--- config.mk ---
export PLATFORM = sky130hd
export DESIGN_NAME = spi_master
export DESIGN_NICKNAME = d
export VERILOG_FILES = /design/src/rtl/spi_master.sv
export SDC_FILE = /design/constraint.sdc
export NUM_CORES = 1
export LEC_CHECK = 0
export BUFFER_PORTS_ARGS = -buffer_cell sky130_fd_sc_hd__buf_2
export CAP_MARGIN = 40
export CORE_ASPECT_RATIO = 1.5
export CORE_MARGIN = 10
export CORE_UTILIZATION = 48
export DETAILED_ROUTE_END_ITERATION = 7
export GPL_TIMING_DRIVEN = 1
export HOLD_SLACK_MARGIN = 0.02
export PLACE_DENSITY = 0.78
export SLEW_MARGIN = 5
export SYNTH_ARGS = -nofsm -noshare
export SYNTH_HDL_FRONTEND = slang
export SYNTH_SLANG_ARGS = --single-unit
--- constraint.sdc ---
create_clock -name sysClk -period 4.5 [get_ports sysClk]
set_clock_uncertainty 0.05 [all_clocks]
set_input_delay 0.9 -clock sysClk [delete_from_list [all_inputs] [get_ports sysClk]]
set_output_delay 0.9 -clock sysClk [all_outputs]
set_load 0.01 [all_outputs]
--- src/rtl/spi_master.sv ---
// SPI master, mode 3 (CPOL=1, CPHA=1), MSB first, byte-stream host side.
// SS stays low across bytes until a byte flagged txLast has completed.
module spi_master #(
    parameter int CLK_DIV = 4
) (
    input  logic       sysClk,
    input  logic       rst,
    input  logic       txValid,
    input  logic [7:0] txData,
    input  logic       txLast,
    output logic       txReady,
    output logic [7:0] rxData,
    output logic       rxValid,
    output logic       busy,
    output logic       SPICLK,
    output logic       MOSI,
    input  logic       MISO,
    output logic       SS
);

    typedef enum logic [2:0] {
        IDLE,
        SETUP,
        SHIFT,
        WAIT_NEXT,
        HOLD,
        GAP
    } state_t;

    localparam logic [7:0] DIV_MAX = 8'(CLK_DIV - 1);

    state_t     r_state, w_state;
    logic [7:0] r_div, w_div;
    logic [2:0] r_bit, w_bit;
    logic [7:0] r_tx, w_tx;
    logic [7:0] r_rx, w_rx;
    logic [7:0] r_rx_data, w_rx_data;
    logic       r_rx_valid, w_rx_valid;
    logic       r_last, w_last;
    logic       r_sclk, w_sclk;
    logic       r_mosi, w_mosi;
    logic       r_ss, w_ss;

    logic       w_ready;
    logic       w_accept;
    logic       w_div_end;

    assign w_ready   = ~rst & ((r_state == IDLE) | (r_state == WAIT_NEXT));
    assign w_accept  = txValid & w_ready;
    assign w_div_end = (r_div == DIV_MAX);

    always_comb begin
        w_state    = r_state;
        w_div      = r_div;
        w_bit      = r_bit;
        w_tx       = r_tx;
        w_rx       = r_rx;
        w_rx_data  = r_rx_data;
        w_rx_valid = 1'b0;
        w_last     = r_last;
        w_sclk     = r_sclk;
        w_mosi     = r_mosi;
        w_ss       = r_ss;
        case (r_state)
            IDLE: begin
                if (w_accept) begin
                    w_state = SETUP;
                    w_div   = 8'd0;
                    w_tx    = txData;
                    w_last  = txLast;
                    w_ss    = 1'b0;
                end
            end
            SETUP: begin
                if (w_div_end) begin
                    w_state = SHIFT;
                    w_div   = 8'd0;
                    w_sclk  = 1'b0;
                    w_mosi  = r_tx[7];
                    w_tx    = {r_tx[6:0], 1'b0};
                end else begin
                    w_div = r_div + 8'd1;
                end
            end
            SHIFT: begin
                if (!w_div_end) begin
                    w_div = r_div + 8'd1;
                end else begin
                    w_div = 8'd0;
                    if (!r_sclk) begin
                        // rising SPICLK: the slave's bit has been stable all low phase
                        w_sclk = 1'b1;
                        w_rx   = {r_rx[6:0], MISO};
                    end else if (r_bit == 3'd7) begin
                        w_bit      = 3'd0;
                        w_rx_data  = r_rx;
                        w_rx_valid = 1'b1;
                        w_state    = r_last ? HOLD : WAIT_NEXT;
                    end else begin
                        w_bit  = r_bit + 3'd1;
                        w_sclk = 1'b0;
                        w_mosi = r_tx[7];
                        w_tx   = {r_tx[6:0], 1'b0};
                    end
                end
            end
            WAIT_NEXT: begin
                if (w_accept) begin
                    // no setup phase: SS is already low, start the first low phase now
                    w_state = SHIFT;
                    w_div   = 8'd0;
                    w_last  = txLast;
                    w_sclk  = 1'b0;
                    w_mosi  = txData[7];
                    w_tx    = {txData[6:0], 1'b0};
                end
            end
            HOLD: begin
                if (w_div_end) begin
                    w_state = GAP;
                    w_div   = 8'd0;
                    w_ss    = 1'b1;
                end else begin
                    w_div = r_div + 8'd1;
                end
            end
            GAP: begin
                if (w_div_end) begin
                    w_state = IDLE;
                    w_div   = 8'd0;
                end else begin
                    w_div = r_div + 8'd1;
                end
            end
            default: begin
                w_state = IDLE;
            end
        endcase
    end

    always_ff @(posedge sysClk) begin
        if (rst) begin
            r_state    <= IDLE;
            r_div      <= 8'd0;
            r_bit      <= 3'd0;
            r_tx       <= 8'd0;
            r_rx       <= 8'd0;
            r_rx_data  <= 8'd0;
            r_rx_valid <= 1'b0;
            r_last     <= 1'b0;
            r_sclk     <= 1'b1;
            r_mosi     <= 1'b0;
            r_ss       <= 1'b1;
        end else begin
            r_state    <= w_state;
            r_div      <= w_div;
            r_bit      <= w_bit;
            r_tx       <= w_tx;
            r_rx       <= w_rx;
            r_rx_data  <= w_rx_data;
            r_rx_valid <= w_rx_valid;
            r_last     <= w_last;
            r_sclk     <= w_sclk;
            r_mosi     <= w_mosi;
            r_ss       <= w_ss;
        end
    end

    assign txReady = w_ready;
    assign rxData  = r_rx_data;
    assign rxValid = r_rx_valid;
    assign busy    = (r_state != IDLE);
    assign SPICLK  = r_sclk;
    assign MOSI    = r_mosi;
    assign SS      = r_ss;

endmodule

Yosys cells after proc, flatten, opt, wreduce, memory -nomap -nowiden
Cells that the tools add are included.
{"block": "totals", "romBits": 0, "word_cells": 91, "output_inout_bits": 14, "latchBits": 0, "register_bits": 43, "n_memories": 0, "ram_bits": 0}
{"block": "op_classes", "addsub": 2, "div": 0, "bitwise_logic": 7, "multipliers": 0, "shift": 0, "n_reduce_logical": 19, "eq_ne": 17, "mux": 35, "magnitude_cmp": 0}
{"cell": "two-way mux 8 bit", "count": 8}
{"cell": "case mux 8 bit (4 select lines)", "count": 1}
{"cell": "two-way mux 3 bit", "count": 10}
{"cell": "inequality test 2 bit (second input constant)", "count": 9}
{"cell": "case mux 3 bit (6 select lines)", "count": 1}
{"cell": "case mux 8 bit (2 select lines)", "count": 1}
{"cell": "two-way mux 1 bit", "count": 11}
{"cell": "equality test 3 bit (second input constant)", "count": 3}
{"cell": "AND reduction 3 bit", "count": 3}
{"cell": "adder 8 x 1 -> 8 bit (second input constant)", "count": 1}
{"cell": "equality test 8 x 2 -> 1 bit (second input constant)", "count": 1}
{"cell": "AND reduction 4 bit", "count": 2}
{"cell": "AND reduction 8 bit", "count": 1}
{"cell": "OR reduction 4 bit", "count": 2}
{"cell": "AND reduction 7 bit", "count": 1}
{"cell": "equality test 3 x 2 -> 1 bit (second input constant)", "count": 2}
{"cell": "case mux 1 bit (3 select lines)", "count": 2}
{"cell": "AND reduction 6 bit", "count": 1}
{"cell": "nonzero test 3 bit", "count": 2}
{"cell": "NOT 1 bit", "count": 4}
{"cell": "AND reduction 2 bit", "count": 2}
{"cell": "nonzero test 2 bit", "count": 2}
{"cell": "nonzero test 4 bit", "count": 1}
{"cell": "adder 3 x 1 -> 3 bit (second input constant)", "count": 1}
{"cell": "7 further kinds", "count": 8}

Longest topological paths before layout
Gate-level depths: netlist (run 1).
{"block": "logic_depth", "word_depth": 6, "depth_mapped": 8}

Worst setup path after synthesis (run 1)
Ideal clock, no wire load.
{"block": "synth_path", "path_type": "input to output", "startpoint": "in rst", "endpoint": "out txReady", "cell_stages": 3, "arrival_ns": 1.450, "path_slack_ns": 2.100, "path_buffers": 2, "path_cell_list": "buf_2 clkbuf_1 nor2_1"}
{"block": "synth_via", "elab_chain_cells": 2}
{"element": "from (decl)", "line_no": "7", "text": "input logic rst,"}
{"element": "NOT 1 bit", "line_no": "48", "text": "assign w_ready = ~rst & ((r_state == IDLE) | (r_state == WAIT_NEXT));"}
{"element": "bitwise AND 1 bit", "line_no": "48"}
{"element": "to (decl)", "line_no": "11", "text": "output logic txReady,"}
Every way passes these cells.

Worst setup path in the final report (run 1)
{"block": "layout_path", "startpoint": "in rst", "endpoint": "reg r_tx[0]"}
{"block": "layout_via", "elab_chain_cells": 5, "word_cells_on_any_way": 6, "cone_classes": "eq/ne: 2; bitwise: 3; reduce/logical: 1"}
{"element": "NOT 1 bit", "line_no": "48"}
{"element": "bitwise AND 1 bit", "line_no": "48"}
{"element": "bitwise AND 1 bit", "line_no": "49", "text": "assign w_accept = txValid & w_ready;"}
{"element": "inequality test 2 bit (no source line)"}
{"element": "AND reduction 7 bit (no source line)"}
{"element": "to (signal assigned)", "line_no": "158", "text": "r_tx <= w_tx;"}
{"element": "to (decl)", "line_no": "35", "text": "logic [7:0] r_tx, w_tx;"}
Parallel ways exist; a longest one is shown, timed or not.
A chain may end at the register's enable or synchronous reset.

==> run summary, run 1 <==
global-route wire length before repair: 7417 um
hold_ws: 0.4088 ns
reg2reg setup slack: 2.08 ns
Hold WC Path Type: flop to flop
Max-Cap Viols: 0
DR vias: 1742
Sw Pwr: 0.2960 mW
detailed-route wire length per cell: 13.58 um
Num CTS Buffers: 5
Net Sw Frac: 32.20%
Vias/cell: 5.674
post-detail-place hpwl: 2925 um
Min-Delay Endpoint: r_rx[7]
GPL Wtd Cong: 0.7852
setup_tns: 0 ns
hold path start: r_rx[7]
area delta synth->final: 8.698%
startpoint types: input port
Comb power frac: 24.3%
RR Endpoint: rxData[3]
crit path buf inv count: 1
# rows: 29
Achievable Freq: 0.3460 GHz
GRT overflow: 0
Finished Cell Area: 2298 sq um
static leakage: 0.9666 nW
CP Data Arrival Time: 3.07 ns
drt initial violations: 107
Post-Synthesis Cells: 243
Synth area leaders: dfxtp_1 41%, mux2i_1 9.0%, nor2_1 6.0%
cell area after placement: 2206 sq um
clock network fraction of total power: 27.3%
register bit count reported by yosys: 43
post-synth top area cell: dfxtp_1
sequential share of the synthesized area: 40.71%
kind of critical path: input port to flop
final period utilization: 64.22%
pin count of the biggest net entering global routing: 40
crit-path max FO: 39
Hold-fix buffers, CTS: 0
first-pass iteration count of the detailed router: 4
Critical Path RT: 4.68 ns
Post-Synthesis Cell Area: 2115 sq um
total wire length: 4169 um
fin nets: 276
RSZ-0062 raised after global routing: no
top-area cell type share of the netlist area: 40.71%
final setup fails: 0
Die X: 74.19 um
crit-path cells: buf_2, nor2b_1, nand3_2, a311o_1, or3b_1, a21oi_1
Remaining DRCs: 0
layout cell share with drive strength beyond 1: 17.24%
Syn Area/Cell: 8.702 sq um
initial antenna violation count: 0
antenna fix cells: 0
Worst path max stage delay: 0.58 ns
CTS tree: yes
fillers: 397
Yosys cell types: 47
FFs w/ async S/R, synth: 0%
H-tree depth: 2
vias in the first global route: 1693
Pint: 0.6234 mW
maximum VDD drop: 0.3297 mV
synth warn: 0
multi-input combinational cell area: 1142 sq um
Seq pwr share: 48.4%
Post-synth top flop: dfxtp_1
Syn Nets: 259
Initial Util: 49.81%
PD cells: 400.0 nW/um^2
CTS Buffer Depth: 2
die area: 7515 sq um
Period minus WS final: 2.890 ns
post_cts resized: 0
hold path depth: 2
Root Buffer: clkbuf_8
relative slew slack: 48.42%
Reg area: 860.8 sq um
Clock Latency Late Sink: 0.29 ns
Final Hold Vio Count: 0
Port Buf Inserts: 26
Core Area: 4245 sq um
Top Ports: 27
Post-DRT Antenna Nets: 0
Overall Power: 0.9195 mW
Clock Pin Slew Worst Setup and Hold Paths: 0.08 ns
crit end category: flop
Slowest cell on crit path: nor2b_1
Max Slew Vio Count: 0
Clock Sinks: 43
die height: 101.3 um
Post-synth EDFFs: 0
status: completed
RR Startpoint: r_state[1]
Slew @ Worst Pin: 0.7682 ns
CP delay by family, top: simple AND/OR/NAND/NOR gates
post-CTS setup repair buffer count: 0
r2r worst-path depth: 5
GRT Total Usage: 11.84%
==> cell usage in the layout (no fill, tap or decap), types with 2 or more instances in the layout <==
cell type,Yosys,final
o21a_1,2,2
nand2_1,28,28
nor4b_1,2,2
xnor2_1,7,7
a21o_1,3,3
nor3_1,2,2
nor3_2,3,3
ha_1,3,3
inv_1,4,4
a21oi_1,20,20
o21ai_0,6,6
clkbuf_8,0,5
nand3_2,2,2
o21bai_1,2,2
dfxtp_1,43,43
nand2b_1,2,2
a2bb2oi_1,6,6
a211oi_1,2,2
mux2i_1,19,19
buf_2,6,26
or3b_1,2,2
clkinvlp_4,0,2
o22ai_1,8,8
or3_1,3,3
nor2_1,34,34
a31oi_1,2,2
nand4_1,3,3
nor3b_1,2,2
nand3_1,2,2
==> power groups by stage <==
stage	logic [mW]	registers, mW	clock network, mW
final	0.223	0.445	0.251
after global routing	0.251	0.450	0.272
after CTS	0.225	0.444	0.257
after detailed placement	0.224	0.453	0
after global placement	0.221	0.452	0
after floorplan	0.210	0.432	0
==> per-stage QoR <==
stage,util [%],worst slack (ns),cells
6_report,54.14,1.610,307
4_1_cts,54.14,1.595,307
3_3_place_gp,51.96,1.371,299
2_1_floorplan,-,2.100,243
3_5_place_dp,51.96,1.297,299
5_1_grt,54.14,1.404,307
==> worst max path at each step <==
stage	depth (start not counted)	slack, ns	endpoint	startpoint
5_1_grt	6	1.40	r_tx[0]	rst
6_report	6	1.61	r_tx[0]	rst
4_1_cts	6	1.60	r_tx[0]	rst
3_5_place_dp	6	1.30	r_tx[0]	rst
2_1_floorplan	3	2.10	txReady	rst
3_3_place_gp	6	1.37	r_tx[0]	rst
==> tightest hold or removal path, delay by kind of cell (launching register included) <==
family | cells | cell delay, ns
and+or+nand+nor | 1 | 0.05
AOI/OAI and AO/OA | 1 | 0.05
DFF | 1 | 0.32
==> state kept, by name, indices dropped and copies added (netlist names), 3 cells and up <==
signal,count
r_rx,8
rxData,8
r_tx,8
r_bit,3
r_state,3
r_div,8
==> cell families after synthesis <==
kind of cell,synth area share (%)
multiplexers,8.994
AND/OR/NAND/NOR,22.60
flip-flops,40.71
buffers and inverters,5.265
XOR/XNOR,3.314
AO/OA/AOI/OAI,17.34
adder cells (fa/ha/maj),1.775
==> layout make-up <==
type / instances / share of cell area (%)
timing repair buffer: 26 / 5.661
clock buffer: 5 / 2.994
inverter: 4 / 0.6532
multi-input combinational: 180 / 49.70
tap: 46 / 2.504
clock inverter: 3 / 1.034
sequential: 43 / 37.45
==> synth_stat cells (2+ instances only) <==
master / number
nand2b_1: 2
nand2_1: 28
buf_6: 2
inv_1: 4
nor3_1: 2
or3_1: 3
a21oi_1: 20
nand3_1: 2
o21bai_1: 2
a21o_1: 3
ha_1: 3
nor3_2: 3
xnor2_1: 7
clkbuf_1: 4
nand4_1: 3
o21ai_0: 6
buf_2: 6
o22ai_1: 8
a2bb2oi_1: 6
a211oi_1: 2
nand3_2: 2
nor4b_1: 2
o21a_1: 2
nor2_1: 34
a31oi_1: 2
nor3b_1: 2
or3b_1: 2
buf_4: 2
mux2i_1: 19
dfxtp_1: 43
==> layer usage <==
layer  wire length (um)  up-vias  global-route usage [%]  share of wire (%)
met3                260        7                   3.816                6.2
met1               1757      804                   13.42                 42
met5                  0        -                       0                  0
li1                   -      889                       -                  -
met4                 82        0                   4.892                2.0
met2               2069       42                   19.74                 50
(Power assumes the default switching activity.)
==> inputs of run 2 (changes only) <==
- clock period: 4.5 -> 3 ns (I/O delays scaled with it)
==> run 2 against run 1 <==
  * Register-to-register slack got worse by 1.3 ns
  * Core utilization increased by 0.71 points
  * Global-route usage down 0.31 points
  * Non-clock buffer count rose by 4
  * Sequential power rose by 49%
  * Sequential share of layout area down 0.48 points
  * Power rose by 51%
  * Count of clock-buffer cells in the layout did not move
  * Hold slack about the same
  * Largest power group unchanged
==> run summary, run 2 (same netlist as run 1, synthesis figures left out) <==
fin nets: 280 (was 276)
Core Area: 4245 sq um (unchanged)
first-pass iteration count of the detailed router: 4 (unchanged)
die area: 7515 sq um (unchanged)
CP Data Arrival Time: 1.62 ns (was 3.07 ns)
Hold WC Path Type: flop to flop (unchanged)
met2 Use GR: 19.61% (was 19.74%)
Critical Path RT: 2.35 ns (was 4.68 ns)
Hold-fix buffers, CTS: 0 (unchanged)
area delta synth->final: 10.12% (was 8.698%)
total wire length: 4201 um (was 4169 um)
Remaining DRCs: 0 (unchanged)
H-tree depth: 2 (unchanged)
Worst path max stage delay: 0.63 ns (was 0.58 ns)
final setup fails: 0 (unchanged)
relative slew slack: 55.76% (was 48.42%)
pin count of the biggest net entering global routing: 39 (was 40)
setup_tns: 0 ns (unchanged)
hold path depth: 2 (unchanged)
RR Endpoint: r_tx[0] (was rxData[3])
Clock Sinks: 43 (unchanged)
crit path buf inv count: 2 (was 1)
post_cts resized: 0 (unchanged)
most common cell after layout, fill and taps aside: dfxtp_1 (unchanged)
CTS Buffer Depth: 2 (unchanged)
crit-path cells: inv_1, nand2_1, nor2_1, buf_2 (was buf_2, nor2b_1, nand3_2, a311o_1, or3b_1, a21oi_1)
RSZ-0062 raised after global routing: no (unchanged)
CP delay by family, top: flip-flops (was simple AND/OR/NAND/NOR gates)
post-CTS setup repair buffer count: 0 (unchanged)
vias in the first global route: 1674 (was 1693)
drt initial violations: 99 (was 107)
initial antenna violation count: 0 (unchanged)
GRT overflow: 0 (unchanged)
Die X: 74.19 um (unchanged)
met3 Usage GRT: 4.305% (was 3.816%)
static leakage: 0.9864 nW (was 0.9666 nW)
fillers: 406 (was 397)
Period minus WS final: 2.266 ns
crit end category: output port (was flop)
reg2reg setup slack: 0.74 ns (was 2.08 ns)
crit-path max FO: 14 (was 39)
# rows: 29 (unchanged)
Initial Util: 49.81% (unchanged)
startpoint types: flop (was input port)
Max Slew Vio Count: 0 (unchanged)
CP Capture Point: txReady (was r_tx[0])
layout cell share with drive strength beyond 1: 18.49% (was 17.24%)
GPL Wtd Cong: 0.8124 (was 0.7852)
Num CTS Buffers: 5 (unchanged)
Slowest cell on crit path: dfxtp_1 (was nor2b_1)
Max-Cap Viols: 0 (unchanged)
gr busiest metal: met2 (unchanged)
Post-DRT Antenna Nets: 0 (unchanged)
Slew @ Worst Pin: 0.6627 ns (was 0.7682 ns)
CTS tree: yes (unchanged)
most frequent cells in the layout: 43 x dfxtp_1, 34 x nor2_1, 28 x nand2_1 (unchanged)
r2r worst-path depth: 7 (was 5)
status: completed (unchanged)
hold_ws: 0.4084 ns (was 0.4088 ns)
Achievable Freq: 0.4414 GHz
global-route wire length before repair: 7141 um (was 7417 um)
Final Hold Vio Count: 0 (unchanged)
met1 Track Usage GR: 12.35% (was 13.42%)
maximum VDD drop: 0.4909 mV (was 0.3297 mV)
Critical path origin: r_state[2] (was rst)
Vias/cell: 5.704 (was 5.674)
antenna fix cells: 0 (unchanged)
Root Buffer: clkbuf_8 (unchanged)
Clock Latency Late Sink: 0.30 ns (was 0.29 ns)
critical path depth: 4 (was 6)
kind of critical path: flop to output port (was input port to flop)
detailed-route wire length per cell: 13.51 um (was 13.58 um)
Clock Pin Slew Worst Setup and Hold Paths: 0.09 ns (was 0.08 ns)
die height: 101.3 um (unchanged)
GRT Total Usage: 11.54% (was 11.84%)
DR vias: 1774 (was 1742)
final period utilization: 75.52%
RR Startpoint: r_bit[0] (was r_state[1])
Top Ports: 27 (unchanged)
PD cells: 596.2 nW/um^2 (was 400.0 nW/um^2)
Port Buf Inserts: 26 (unchanged)
post-detail-place hpwl: 3019 um (was 2925 um)
-- run 2: power by group --
part,total (mW),switching (mW),internal (mW),leakage [nW]
Combinational,0.349,0.187,0.162,0.597
Clock,0.374,0.208,0.166,0.0408
Sequential,0.665,0.0505,0.615,0.348
-- run 2: area by class of cell --
cell class,instances,area [sq um],area share (%)
clock inverters,3,23.77,1.021
repair buffers,30,160.2,6.878
inverters,4,15.01,0.6448
clock buffers,5,68.82,2.955
multi-input cells,180,1142,49.06
flip-flops and latches,43,860.8,36.97
well taps,46,57.56,2.472
-- run 2: how the worst min path moves through the flow --
stage / startpoint / endpoint
after floorplan: r_rx[7] / r_rx[7]
after global placement: r_rx[7] / r_rx[7]
after detailed placement: r_rx[7] / r_rx[7]
after CTS: r_rx[7] / r_rx[7]
after global routing: r_bit[1] / r_bit[1]
final: r_rx[7] / r_rx[7]
-- run 2: metrics by stage --
stage	worst slack, ns	utilization [%]	std cells	total power, mW	instance area [sq um]
6_report	0.7344	54.85	311	1.388	2328
5_1_grt	0.6457	54.85	311	1.459	2328
4_1_cts	0.7367	54.85	311	1.397	2328
3_5_place_dp	0.6588	52.67	303	1.026	2236
3_3_place_gp	0.7082	52.67	303	1.020	2236
2_1_floorplan	0.9750	-	243	0.9626	2115
-- run 2: worst min-delay path, stage by stage (launching register included) --
cell	delay, ns
dfxtp_1	0.32
nand2_1	0.05
a21oi_1	0.05
-- run 2: routing by layer --
layer  wire length, um  vias up
li1                  -      899
met1              1767      835
met2              2097       33
met3               259        7
met4                76        0
met5                 0        -
